`config.mk`:
```
export PLATFORM = sky130hd
export DESIGN_NAME = fir_main
export DESIGN_NICKNAME = d
export VERILOG_FILES = /design/src/rtl/fir_pkg.sv /design/src/rtl/fir_coeff_bank.sv /design/src/rtl/fir_main.sv
export SDC_FILE = /design/constraint.sdc
export NUM_CORES = 1
export LEC_CHECK = 0
export ABC_AREA = 1
export CORE_AREA = 2 2 138 140
export CTS_CLUSTER_DIAMETER = 60
export DETAILED_ROUTE_END_ITERATION = 6
export DIE_AREA = 0 0 140 142
export GPL_ROUTABILITY_DRIVEN = 0
export PLACE_DENSITY = 0.72
export SLEW_MARGIN = 20
export SYNTH_ARGS = -nofsm -noshare
export SYNTH_HDL_FRONTEND = slang
export SYNTH_SLANG_ARGS = --single-unit
```
`constraint.sdc`:
```
create_clock -name clk -period 8.61 [get_ports clk]
set_clock_uncertainty 0.05 [all_clocks]
set_input_delay 0.861 -clock clk [delete_from_list [all_inputs] [get_ports clk]]
set_output_delay 0.861 -clock clk [all_outputs]
set_load 0.005 [all_outputs]
```
`src/rtl/fir_pkg.sv`:
```
// Shared constants for the 3-tap FIR: widths, default taps, saturation limits.
// Latency: n/a (package only).
// Backpressure: n/a (package only).
package fir_pkg;

  localparam int NUM_TAPS = 3;
  localparam int DATA_W   = 8;
  localparam int OUT_W    = 11;
  localparam int ACC_W    = 18;

  // Reset-time coefficient set, c0 first.
  localparam logic signed [DATA_W-1:0] COEFF_DEFAULT [NUM_TAPS] = '{8'sd1, 8'sd2, 8'sd1};

  // Output clamp limits, expressed at accumulator width so compares are width-matched.
  localparam logic signed [ACC_W-1:0] OUT_MAX = ACC_W'((2 ** (OUT_W - 1)) - 1);
  localparam logic signed [ACC_W-1:0] OUT_MIN = ACC_W'(-(2 ** (OUT_W - 1)));

  // Default for tap i; taps beyond the default table come up as zero.
  function automatic int coeff_default(input int i);
    if (i >= 0 && i < NUM_TAPS) begin
      return int'(COEFF_DEFAULT[i]);
    end
    return 0;
  endfunction

endpackage

```
`src/rtl/fir_coeff_bank.sv`:
```
// Coefficient registers with a write pointer that steps through taps while load is held.
// Latency: a write is visible on the coeffs output one clock after the loading edge.
// Backpressure: none; every edge with load=1 consumes one coefficient.
module fir_coeff_bank #(
  parameter int NUM_TAPS = fir_pkg::NUM_TAPS,
  parameter int DATA_W   = fir_pkg::DATA_W
) (
  input  logic                               clk,
  input  logic                               reset,
  input  logic                               load,
  input  logic [DATA_W-1:0]                  din,
  output logic [NUM_TAPS-1:0][DATA_W-1:0]    coeffs
);
  import fir_pkg::coeff_default;

  localparam int IDX_W = (NUM_TAPS > 1) ? $clog2(NUM_TAPS) : 1;
  localparam logic [IDX_W-1:0] IDX_LAST = IDX_W'(NUM_TAPS - 1);

  logic [IDX_W-1:0] idx;

  // Load burst: write the current tap, wrap after the last one; idx restarts whenever load drops.
  always_ff @(posedge clk or negedge reset) begin
    if (!reset) begin
      idx <= '0;
      for (int i = 0; i < NUM_TAPS; i++) begin
        coeffs[i] <= DATA_W'(coeff_default(i));
      end
    end else if (load) begin
      coeffs[idx] <= din;
      idx         <= (idx == IDX_LAST) ? '0 : idx + 1'b1;
    end else begin
      idx <= '0;
    end
  end

endmodule

```
`src/rtl/fir_main.sv`:
```
// Direct-form FIR: c0*x + c1*d0 + c2*d1, full-precision sum clamped to the output range.
// Latency: one clock from a valid sample to its c0 contribution on o_y_n.
// Backpressure: none; tvalid=0 freezes history and output, coefficient load wins over tvalid.
module fir_main #(
  parameter int NUM_TAPS = fir_pkg::NUM_TAPS,
  parameter int DATA_W   = fir_pkg::DATA_W,
  parameter int OUT_W    = fir_pkg::OUT_W
) (
  input  logic                     clk,
  input  logic                     reset,
  input  logic signed [DATA_W-1:0] x_n,
  input  logic                     s_axis_fir_tvalid,
  input  logic                     s_set_coeffs,
  output logic signed [OUT_W-1:0]  o_y_n
);
  import fir_pkg::*;

  localparam int PROD_W = 2 * DATA_W;

  logic [NUM_TAPS-1:0][DATA_W-1:0] coeffs;
  logic [NUM_TAPS-2:0][DATA_W-1:0] dly;
  logic signed [ACC_W-1:0]         acc;
  logic signed [OUT_W-1:0]         y_sat;
  logic                            take_sample;

  // One signed product, sign-extended to accumulator width.
  function automatic logic signed [ACC_W-1:0] mac_term(input logic [DATA_W-1:0] c,
                                                        input logic [DATA_W-1:0] s);
    logic signed [PROD_W-1:0] p;
    p = $signed(c) * $signed(s);
    return ACC_W'(p);
  endfunction

  fir_coeff_bank #(
    .NUM_TAPS (NUM_TAPS),
    .DATA_W   (DATA_W)
  ) u_coeff_bank (
    .clk    (clk),
    .reset  (reset),
    .load   (s_set_coeffs),
    .din    (x_n),
    .coeffs (coeffs)
  );

  assign take_sample = s_axis_fir_tvalid && !s_set_coeffs;

  // Multiply-accumulate over the current sample and the history, then clamp.
  always_comb begin
    acc = mac_term(coeffs[0], x_n);
    for (int i = 1; i < NUM_TAPS; i++) begin
      acc = acc + mac_term(coeffs[i], dly[i-1]);
    end
    if (acc > OUT_MAX) begin
      y_sat = OUT_W'(OUT_MAX);
    end else if (acc < OUT_MIN) begin
      y_sat = OUT_W'(OUT_MIN);
    end else begin
      y_sat = acc[OUT_W-1:0];
    end
  end

  // Register the result and shift history only on an accepted sample.
  always_ff @(posedge clk or negedge reset) begin
    if (!reset) begin
      o_y_n <= '0;
      dly   <= '0;
    end else if (take_sample) begin
      o_y_n  <= y_sat;
      dly[0] <= x_n;
      for (int i = 1; i < NUM_TAPS - 1; i++) begin
        dly[i] <= dly[i-1];
      end
    end
  end

endmodule

```
# Yosys cells after proc, flatten, opt, wreduce, memory -nomap -nowiden
# Cells that the tools add are included.
[totals] reg_bits=53 inputBits=12 out_inout_bits=11 word_cells=28
[classes] add_sub_neg=3 mul=3 n_lt_le_gt_ge=4 n_eq_ne=1 mux=7 reduce_logical=3
[op_table] cell="$mul A8 B8 Y16" n=3
[op_table] cell="$bwmux W24" n=1
[op_table] cell="$mux W11" n=2
[op_table] cell="$add A17 B16 Y18" n=1
[op_table] cell="$gt A18 B11 Y1 const B" n=1
[op_table] cell="$lt A18 B11 Y1 const B" n=1
[op_table] cell="$add A16 B16 Y17" n=1
[op_table] cell="$demux W8 S2" n=1
[op_table] cell="$mux W8" n=1
[op_table] cell="$mux W2" n=2
[op_table] cell="$lt A2 B3 Y1 const B" n=1
[op_table] cell="$add A2 B1 Y2 const B" n=1
[op_table] cell="$eq A2 B2 Y1 const B" n=1
[op_table] cell="$ge A2 B1 Y1 const B" n=1
[op_table] cell="$logic_and A1 B1 Y1" n=2
[op_table] cell="$logic_not A1 Y1" n=1

# Logic depth before layout (Yosys ltp)
# Gate-level depths: netlist of the first run.
[depth] ltp_word=6 mapped_depth=34 mapped_depth_nobuf=34

# By module
# Synthesis of the first run repeated with hierarchy kept, for this count alone.
[hier_totals] cells_unflattened=1360 hier_area_um2=11100.6
[by_module_without_submodules] module="fir_main" instances=1 cells_per_inst=1249 area_each_um2=9995.8 seq_area_each_um2=675.6
[by_module_without_submodules] module="fir_coeff_bank" instances=1 cells_per_inst=111 area_each_um2=1104.8 seq_area_each_um2=654.4

# Worst setup path before layout of the first run
# No wires, ideal clock.
[synth_timing] path_kind="in2reg" start="input x_n[0]" end="register o_y_n[4]" setup_time_ns=0.117 t_arrival_ns=6.374 required_time_ns=8.443 setup_slack_ns=2.069 cell_stages=29 path_buffers=1 cell_sequence="clkbuf_1 -> nand2_1 -> inv_1 -> fa_1 -> fa_1 -> fa_1 -> inv_1 -> fa_1 -> inv_1 -> fa_1 -> fa_1 -> inv_1 -> fa_1 -> inv_1 -> ha_1 -> nand2_2 -> inv_2 -> a21oi_4 -> inv_1 -> a21oi_1 -> o21ai_1 -> nand3_1 -> nand2_2 -> inv_2 -> nand2_4 -> nand2_1 -> nand2_1 -> nand2_1 -> nand2_1"
[synth_via] elab_chain_len=6 elab_cells_between_ends=7 cone_classes="2 x add/sub; 1 x mul; 2 x order compare; 2 x mux"
[synth_rtl] element="start: declaration" line="fir_main.sv:11" text="input logic signed [DATA_W-1:0] x_n,"
[synth_rtl] element="$mul A8 B8 Y16 *" line="fir_main.sv:30" text="p = $signed(c) * $signed(s);"
[synth_rtl] element="$add A16 B16 Y17 *" line="fir_main.sv:51" text="acc = acc + mac_term(coeffs[i], dly[i-1]);"
[synth_rtl] element="$add A17 B16 Y18 *" line="fir_main.sv:51"
[synth_rtl] element="$lt A18 B11 Y1" line="fir_main.sv:55" text="end else if (acc < OUT_MIN) begin"
[synth_rtl] element="$mux W11" line="fir_main.sv:55"
[synth_rtl] element="$mux W11 *" line="fir_main.sv:53" text="if (acc > OUT_MAX) begin"
[synth_rtl] element="end signal: assignment" line="fir_main.sv:68" text="o_y_n <= y_sat;"
[synth_rtl] element="end: declaration" line="fir_main.sv:14" text="output logic signed [OUT_W-1:0] o_y_n"
# Mark *: on every way between the ends. The rest lies on a longest branch, timed or not.
# A chain may end at the register's enable or synchronous reset.

# Final worst setup path of the first run
[layout_timing] start="input x_n[0]" end="register o_y_n[0]"
# Same word-level chain as after synthesis.

==> reports/metrics.yaml, run 1 <==
drt_pass1_iterations: 7
clock-sinks: 53
endpoint_kind: "register"
drt_iter0_markers: 495
holdBufCountCts: 0
crit_type: "input pin to register"
grt_max_degree: 54
ios: 23
fmax_ghz: 0.137
drc: 12
cts_tree: "yes"
clockBufferDepth: 2
post-dp-hpwl_um: 19800
hold_path.class: "register to register"
synth_area_um2: 10800
critPathMaxFanout: 10
grt_usage_pct: 25.0
cp.arrival_ns: 7.43
finalSetupViolations: 0
dieArea_um2: 19900
synthDistinctLibCells: 30
die_w_um: 140
ant_nets: 0
rsz0062_at_grt: "false"
fin_crit_sh_pct: 84.7
max_cap_violations: 0
vias: 7765
wl_um: 23000
syn_to_final_growth_pct: 4.27
slowest_stage: "fa_1"
grt_pass1_wl_um: 39300
min_from: "u_coeff_bank.idx[0]$_DFF_PN0_"
yosysSeqAreaShare_pct: 12.3
antenna_found_initial: 0
drive_gt1_share_pct: 2.55
syn-num-nets: 1636
rows: 50
rrSetupSlack_ns: 1.97
gr-total-overflow: 0
syn_inst: 1317
n_fill_cell: 1649
avgSynthCellArea_um2: 8.20
whs_path_depth: 1
tns_ns: 0
start_util_pct: 58.5
portBuffers: 22
rr_endpoint: "o_y_n[0]$_DFFE_PN0P_"
yosys_warnings: 0
max_slew_margin_pct: 51.9
path_clk_slew_ns: 0.07
drt-wirelength-per-cell_um: 15.1
final_cell_mix: "inv_1 (405), nand2_1 (355), fa_1 (234), ha_1 (73), dfrtp_1 (50)"
layout_commonest_cell: "inv_1"
ctsRootBufferMaster: "clkbuf_16"
htreeDepth: 2
status: "finished, violations left"
tightestPinTransition_ns: 0.721
cts_buffers: 5
regToRegStartpoint: "dly[0]$_DFFE_PN0P_"
finalMaxSlewViolations: 0
grtUsageMet3_pct: 1.85
postCtsSetupBuffers: 0
clock_latency_ns: 0.30
min_to: "u_coeff_bank.idx[0]$_DFF_PN0_"
die_y_um: 142
cp.required_ns: 8.75
synth-seq-cells: 53
violations: "DRC"
cts_resized: 0
gr-usage-met2_pct: 44.8
hold_viol: 0
timing.final.crit_period_ns: 7.29
layout.nets: 1612
coreArea_um2: 18500
cp_common_cell: "nand2_1"
cp-start-kind: "input pin"
grt.busiest_layer: "met2"
grtUsageMet1_pct: 33.2
grt_pass1_vias: 8075
cpPeakStageDelay_ns: 0.65
r2r_cells: 30
viasPerCell: 5.08
[metrics by stage]
| step | cells | setup slack, ns | area (um^2) | hold slack (ns) | util, % |
|---|---|---|---|---|---|
| 2_1_floorplan | 1317 | 2.07 | 10800 | 0.372 | - |
| 3_3_place_gp | 1520 | 1.13 | 11100 | 0.405 | 60.2 |
| 3_5_place_dp | 1520 | 1.07 | 11100 | 0.414 | 60.2 |
| 4_1_cts | 1528 | 1.37 | 11300 | 0.428 | 61.0 |
| 5_1_grt | 1528 | 0.871 | 11300 | 0.449 | 61.0 |
| 6_report | 1529 | 1.32 | 11300 | 0.418 | 61.0 |
[kinds of logic after synthesis]
family,after synthesis,synth area share (%)
buffers and inverters,463,16.1
xor gates and xnor gates,13,1.05
and+or+nand+nor,429,16.1
adders and majority gates,307,51.9
AOI/OAI and AO/OA,52,2.60
DFF,53,12.3
[flip-flops by register name, summed over array words and instances, names as in the netlist]
name / count
dly: 16
u_coeff_bank.coeffs: 24
o_y_n: 11
u_coeff_bank.idx: 2
[per-layer routing]
metal  vias up  wire (um)
li1       3621          -
met1      3848       9080
met2       257      12100
met3        39       1260
met4         0        580
met5         -          0
[critical path, delay by kind of cell]
| kind | cells | cell delay (ns) |
|---|---|---|
| fa+ha+maj | 8 | 4.09 |
| simple gates | 15 | 1.50 |
| buf+inv | 6 | 0.97 |
[final cells by class]
cell class                 instances  area, um^2  area share (%)
clock buffer                       6         129            1.14
clock inverter                     2        13.8           0.122
inverter                         408        1530            13.6
timing repair buffer              24         230            2.05
sequential                        53        1330            11.8
multi-input combinational        801        7730            68.6
antenna                            1        2.50          0.0222
tap                              234         293            2.60
[worst max-delay path by stage]
stage,from,endpoint,slack (ns),cells past startpoint
2_1_floorplan,x_n[0],o_y_n[4]$_DFFE_PN0P_,2.07,29
3_3_place_gp,x_n[7],o_y_n[1]$_DFFE_PN0P_,1.13,29
3_5_place_dp,x_n[7],o_y_n[0]$_DFFE_PN0P_,1.07,29
4_1_cts,x_n[0],o_y_n[0]$_DFFE_PN0P_,1.37,29
5_1_grt,x_n[0],o_y_n[0]$_DFFE_PN0P_,0.87,29
6_report,x_n[0],o_y_n[0]$_DFFE_PN0P_,1.32,29
[synthesized netlist by cell type (all sizes together)]
cell type,number,share of area (%)
nor3,2,0.093
o21ai,39,1.8
nand3,17,0.88
and3,1,0.058
nor2,29,1.1
a21oi,11,0.65
xnor2,8,0.65
nand4,6,0.35
o21bai,2,0.14
nand2,359,13
dfstp,3,0.73
inv,407,14
buf,1,0.046
clkinv,1,0.035
dfrtp,50,12
nand3b,7,0.52
fa,234,43
xor2,5,0.41
clkbuf,54,1.9
ha,73,8.5
or2,8,0.46
Power of run 1 is left out: the tool's default activity adds up to more than one toggle a clock period on the data nets, which glitch-free logic cannot reach.
==> inputs of run 2 (changes only) <==
Clock period 8.61 ns to 7.25 ns, I/O delays scaled along.
==> run 2 against run 1 <==
  * Critical endpoint is now o_y_n[6]$_DFFE_PN0P_
  * Die area is the same
  * Global-route usage increased by 0.72 points
  * The flow still finishes with violations (DRC)
  * Hold slack worse by 0.0070 ns
  * Final cell count grew 1.2%
==> reports/metrics.yaml, run 2 (synthesized netlist as in run 1, its figures left out) <==
ant_nets: 0  # unchanged
fmax_ghz: 0.146
reg.largest.list: "u_coeff_bank.coeffs: 24 flops, dly: 16 flops, o_y_n: 11 flops"  # unchanged
tightestPinTransition_ns: 0.731  # was 0.721 ns
cp-startpoint: "x_n[2]"  # was x_n[0]
die_w_um: 140  # unchanged
fin_crit_sh_pct: 94.6
violations: "DRC"  # unchanged
regToRegStartpoint: "u_coeff_bank.coeffs[23]$_DFFE_PN0P_"  # was dly[0]$_DFFE_PN0P_
clockBufferDepth: 2  # unchanged
largest_reg_flops: 24  # unchanged
antennaDiodeCount: 0  # was 1
layout_commonest_cell: "inv_1"  # unchanged
syn_to_final_growth_pct: 5.82  # was 4.27%
timing.final.crit_period_ns: 6.86
rsz0062_at_grt: "false"  # unchanged
dp.cells: 1540  # was 1520
cts_buffers: 5  # unchanged
cp.arrival_ns: 7.00  # was 7.43 ns
ctsRootBufferMaster: "clkbuf_16"  # unchanged
rrSetupSlack_ns: 0.62  # was 1.97 ns
htreeDepth: 2  # unchanged
vias: 7820  # was 7765
status: "finished, violations left"  # unchanged
drc: 6  # was 12
endpoint_kind: "register"  # unchanged
rows: 50  # unchanged
dieArea_um2: 19900  # unchanged
gr-total-overflow: 0  # unchanged
r2r_cells: 26  # was 30
cp-start-kind: "input pin"  # unchanged
clock_latency_ns: 0.30  # about the same
drt_pass1_iterations: 7  # unchanged
critPathMaxFanout: 10  # unchanged
drt_iter0_markers: 430  # was 495
crit_end: "o_y_n[6]$_DFFE_PN0P_"  # was o_y_n[0]$_DFFE_PN0P_
drt-wirelength-per-cell_um: 15.2  # was 15.1 um
grt_usage_pct: 25.7  # was 25.0%
finalMaxSlewViolations: 0  # unchanged
die_y_um: 142  # unchanged
stdcell_count: 1548  # was 1529
timing.hold.ws_ns: 0.411  # was 0.418 ns
final_cell_area_um2: 11400  # was 11300 um^2
grt_pass1_vias: 8325  # was 8075
coreArea_um2: 18500  # unchanged
grt_max_degree: 54  # unchanged
cts_tree: "yes"  # unchanged
crit_type: "input pin to register"  # unchanged
min_from: "u_coeff_bank.idx[0]$_DFF_PN0_"  # unchanged
max_cap_violations: 0  # unchanged
top_register: "u_coeff_bank.coeffs"  # unchanged
drive_gt1_share_pct: 4.19  # was 2.55%
portBuffers: 22  # unchanged
place_area_um2: 11300  # was 11100 um^2
post-dp-hpwl_um: 20400  # was 19800 um
viasPerCell: 5.05  # was 5.08
final_cell_mix: "inv_1 (404), nand2_1 (355), fa_1 (233), ha_1 (73), dfrtp_1 (50)"  # was inv_1 (405), nand2_1 (355), fa_1 (234), ha_1 (73), dfrtp_1 (50)
postCtsSetupBuffers: 0  # unchanged
rr_endpoint: "o_y_n[6]$_DFFE_PN0P_"  # was o_y_n[0]$_DFFE_PN0P_
cp.required_ns: 7.39  # was 8.75 ns
path_clk_slew_ns: 0.08  # was 0.07 ns
hold_viol: 0  # unchanged
max_slew_margin_pct: 51.3  # was 51.9%
antenna_found_initial: 0  # unchanged
wl_um: 23500  # was 23000 um
ios: 23  # unchanged
grt_pass1_wl_um: 40100  # was 39300 um
hold_path.class: "register to register"  # unchanged
clock-sinks: 53  # unchanged
layout.nets: 1632  # was 1612
start_util_pct: 58.5  # unchanged
finalSetupViolations: 0  # unchanged
## run 2: cell count changes in the layout (fill, tap and decap cells not counted), sizes merged
| cell | delta |
|---|---|
| dlymetal6s2s | +7 |
| buf | +20 |
| diode | -1 |
| clkdlybuf4s50 | -7 |
## run 2: critical path, cell delays in order
cell,delay [ns]
clkdlybuf4s50_1,0.61
buf_4,0.20
nand2_1,0.07
fa_1,0.48
fa_1,0.54
fa_1,0.51
fa_1,0.52
inv_1,0.05
fa_1,0.52
fa_1,0.50
inv_1,0.05
fa_1,0.47
inv_1,0.04
ha_1,0.35
nand2_1,0.12
nor2_1,0.21
nand2_1,0.11
nand2_1,0.09
nand2_1,0.07
nand2_1,0.06
nand2_1,0.05
nand2_1,0.10
nand4_1,0.15
nand2_2,0.19
nand2_1,0.08
nand2_1,0.06
nand2_1,0.06
## run 2: stage by stage
step | TNS [ns] | worst slack, ns | util, %
final | 0 | 0.390 | 61.9
after detailed placement | -0.833 | -0.0965 | 61.0
after CTS | 0 | 0.215 | 61.8
after floorplan | 0 | 0.845 | -
after global placement | 0 | 0.0169 | 61.0
after global routing | 0 | 0.0331 | 61.9
## run 2: final cells by class
type / instances / area [um^2]
well taps: 234 / 293
repair buffers: 44 / 398
flip-flops and latches: 53 / 1330
fillers: 1638 / 7030
inverters: 408 / 1530
clock inverters: 2 / 13.8
multi-input cells: 801 / 7730
clock buffers: 6 / 129
## run 2: how the worst min path moves through the flow
stage	endpoint	slack, ns	depth (start not counted)
global route	u_coeff_bank.idx[0]$_DFF_PN0_	0.43	1
CTS	u_coeff_bank.idx[0]$_DFF_PN0_	0.42	1
floorplan	u_coeff_bank.idx[0]$_DFF_PN0_	0.37	1
global placement	o_y_n[9]$_DFFE_PN0P_	0.41	2
finish	u_coeff_bank.idx[0]$_DFF_PN0_	0.41	1
detailed placement	u_coeff_bank.idx[0]$_DFF_PN0_	0.41	1
## run 2: repair_timing
action,CTS,global route
resized for setup,0,9
hold buffers,0,0
endpoints found under the setup margin,0,10
## run 2: routing by layer
| metal | wire length, um | track usage, % | vias to the layer above |
|---|---|---|---|
| met5 | 0 | 0 | - |
| met3 | 1210 | 2.66 | 36 |
| met4 | 642 | 8.08 | 0 |
| met1 | 9420 | 33.1 | 3927 |
| met2 | 12200 | 46.4 | 201 |
| li1 | - | - | 3656 |
Power of run 2 is left out for the same reason.
==> inputs of run 3 (changes only) <==
Settings changed: CORE_AREA 2 2 138 140 to 2 2 153 155, DIE_AREA 0 0 140 142 to 0 0 155 157, PLACE_DENSITY 0.72 to 0.6.
==> run 3 against run 2 <==
  * The flow now finishes without violations
  * Final cell count up 3.8%
  * Worst setup slack got worse by 0.018 ns
  * Cell area is 1.1% higher
  * Hold slack got worse by 0.0013 ns
  * Global-route usage fell by 4.1 points
  * Sequential share of layout area is 0.12 points lower
==> reports/metrics.yaml, run 3 (synthesized netlist as in run 1, its figures left out) <==
drt_iter0_markers: 390  # was 430
postCtsSetupBuffers: 0  # unchanged
fin_crit_sh_pct: 94.9  # was 94.6%
antennaDiodeCount: 0  # unchanged
cp.arrival_ns: 7.02  # was 7.00 ns
endpoint_kind: "register"  # unchanged
min_from: "u_coeff_bank.idx[0]$_DFF_PN0_"  # unchanged
die_y_um: 157  # was 142 um
drt-wirelength-per-cell_um: 14.8  # was 15.2 um
cp_common_cell: "fa_1"  # was nand2_1
critPathTopFamily: "adder cells"  # unchanged
status: "finished, final reports clean"  # was finished, violations left
slowest_stage: "clkdlybuf4s50_1"  # unchanged
die_w_um: 155  # was 140 um
min_to: "u_coeff_bank.idx[0]$_DFF_PN0_"  # unchanged
layout.nets: 1640  # was 1632
fmax_ghz: 0.145  # was 0.146 GHz
hold_path.class: "register to register"  # unchanged
layout_commonest_cell: "inv_1"  # unchanged
hold_viol: 0  # unchanged
viasPerCell: 4.74  # was 5.05
rrSetupSlack_ns: 0.58  # was 0.62 ns
crit_buf_inv: 7  # was 5
rows: 55  # was 50
finalMaxSlewViolations: 0  # unchanged
crit_type: "input pin to register"  # unchanged
drive_gt1_share_pct: 4.84  # was 4.19%
max_cap_violations: 0  # unchanged
tightestPinTransition_ns: 0.726  # was 0.731 ns
reg.largest.list: "u_coeff_bank.coeffs: 24 flops, dly: 16 flops, o_y_n: 11 flops"  # unchanged
cpPeakStageDelay_ns: 0.57  # was 0.61 ns
critPathMaxFanout: 10  # unchanged
post-dp-hpwl_um: 20600  # was 20400 um
portBuffers: 22  # unchanged
whs_path_depth: 1  # unchanged
grt_usage_pct: 21.7  # was 25.7%
cp.required_ns: 7.39  # about the same
rsz0062_at_grt: "false"  # unchanged
largest_reg_flops: 24  # unchanged
n_fill_cell: 2191  # was 1638
cp-start-kind: "input pin"  # unchanged
gr-total-overflow: 0  # unchanged
timing.hold.ws_ns: 0.410  # was 0.411 ns
path_clk_slew_ns: 0.08  # about the same
final_cell_mix: "inv_1 (404), nand2_1 (355), fa_1 (232), ha_1 (73), dfrtp_1 (50)"  # was inv_1 (404), nand2_1 (355), fa_1 (233), ha_1 (73), dfrtp_1 (50)
syn_to_final_growth_pct: 6.97  # was 5.82%
clock-sinks: 53  # unchanged
coreArea_um2: 22500  # was 18500 um^2
clockBufferDepth: 2  # unchanged
timing.final.crit_period_ns: 6.88  # was 6.86 ns
ios: 23  # unchanged
tns_ns: 0  # unchanged
finalSetupViolations: 0  # unchanged
grt_max_degree: 54  # unchanged
start_util_pct: 48.0  # was 58.5%
htreeDepth: 2  # unchanged
top_register: "u_coeff_bank.coeffs"  # unchanged
ctsRootBufferMaster: "clkbuf_16"  # unchanged
grt_pass1_wl_um: 41000  # was 40100 um
regToRegStartpoint: "u_coeff_bank.coeffs[23]$_DFFE_PN0P_"  # unchanged
r2r_cells: 26  # unchanged
wl_um: 23800  # was 23500 um
grt_pass1_vias: 8104  # was 8325
dieArea_um2: 24300  # was 19900 um^2
max_slew_margin_pct: 51.6  # was 51.3%
antenna_found_initial: 0  # unchanged
drt_pass1_iterations: 6  # was 7
clock_latency_ns: 0.30  # about the same
holdBufCountCts: 0  # unchanged
ant_nets: 0  # unchanged
vias: 7617  # was 7820
cts_tree: "yes"  # unchanged
rr_endpoint: "o_y_n[1]$_DFFE_PN0P_"  # was o_y_n[6]$_DFFE_PN0P_
cts_buffers: 5  # unchanged
drc: 0  # was 6
## run 3: cell types whose count changed in the layout (fill, tap and decap cells not counted)
cell / change
fa_2: +1
clkdlybuf4s50_1: +1
dlymetal6s2s_1: -1
buf_4: +8
fa_1: -1
## run 3: stage by stage
stage	worst slack, ns	instances	utilization (%)	area (um^2)
global route	0.0124	1607	51.3	11500
global placement	-0.0268	1599	50.6	11400
CTS	0.238	1607	51.2	11500
finish	0.372	1607	51.3	11500
detailed placement	-0.0635	1599	50.6	11400
floorplan	0.845	1317	-	10800
## run 3: layer usage
| metal | track usage (%) | vias to the layer above | wire, um |
|---|---|---|---|
| met5 | 0 | - | 0 |
| met4 | 4.85 | 0 | 461 |
| met3 | 1.90 | 21 | 1010 |
| met2 | 37.8 | 131 | 12000 |
| met1 | 29.6 | 3790 | 10300 |
| li1 | - | 3675 | - |
## run 3: how the worst max path moves through the flow
stage | start | end | slack (ns) | cells past startpoint
after floorplan | x_n[0] | o_y_n[4]$_DFFE_PN0P_ | 0.85 | 29
after global placement | x_n[1] | o_y_n[8]$_DFFE_PN0P_ | -0.03 | 27
after detailed placement | x_n[1] | o_y_n[1]$_DFFE_PN0P_ | -0.06 | 27
after CTS | x_n[1] | o_y_n[1]$_DFFE_PN0P_ | 0.24 | 27
after global routing | x_n[2] | o_y_n[2]$_DFFE_PN0P_ | 0.01 | 27
final | x_n[7] | o_y_n[1]$_DFFE_PN0P_ | 0.37 | 29
## run 3: area by class of cell
class / instances / area, um^2 / area share (%)
clock buffer: 6 / 129 / 1.12
clock inverter: 2 / 13.8 / 0.119
inverter: 408 / 1530 / 13.3
multi-input combinational: 801 / 7730 / 67.0
sequential: 53 / 1330 / 11.5
tap: 285 / 357 / 3.09
timing repair buffer: 52 / 455 / 3.94
## run 3: worst reg2reg max path, cell delays in order, from the launching register on
cell and delay (ns):
dfrtp_1 0.56, nand2_1 0.33, inv_1 0.25, fa_1 0.52, fa_1 0.53, inv_1 0.05, fa_1 0.50, inv_1 0.05
fa_1 0.48, fa_1 0.54, fa_1 0.50, inv_1 0.05, fa_1 0.47, inv_1 0.05, ha_1 0.33, a21oi_1 0.19
inv_1 0.07, nor2_1 0.20, nand3_1 0.10, nand2_1 0.06, nand2_1 0.07, nor2_1 0.11, nand4_1 0.11, nand2_2 0.18
nand2_1 0.07, nand2_1 0.07, nand2_1 0.07
## run 3: repair_timing
| action | CTS | global route |
|---|---|---|
| hold endpoints to repair | 0 | 0 |
| endpoints found under the setup margin | 0 | 10 |
| resized for setup | 0 | 9 |
Power of run 3 is left out for the same reason.
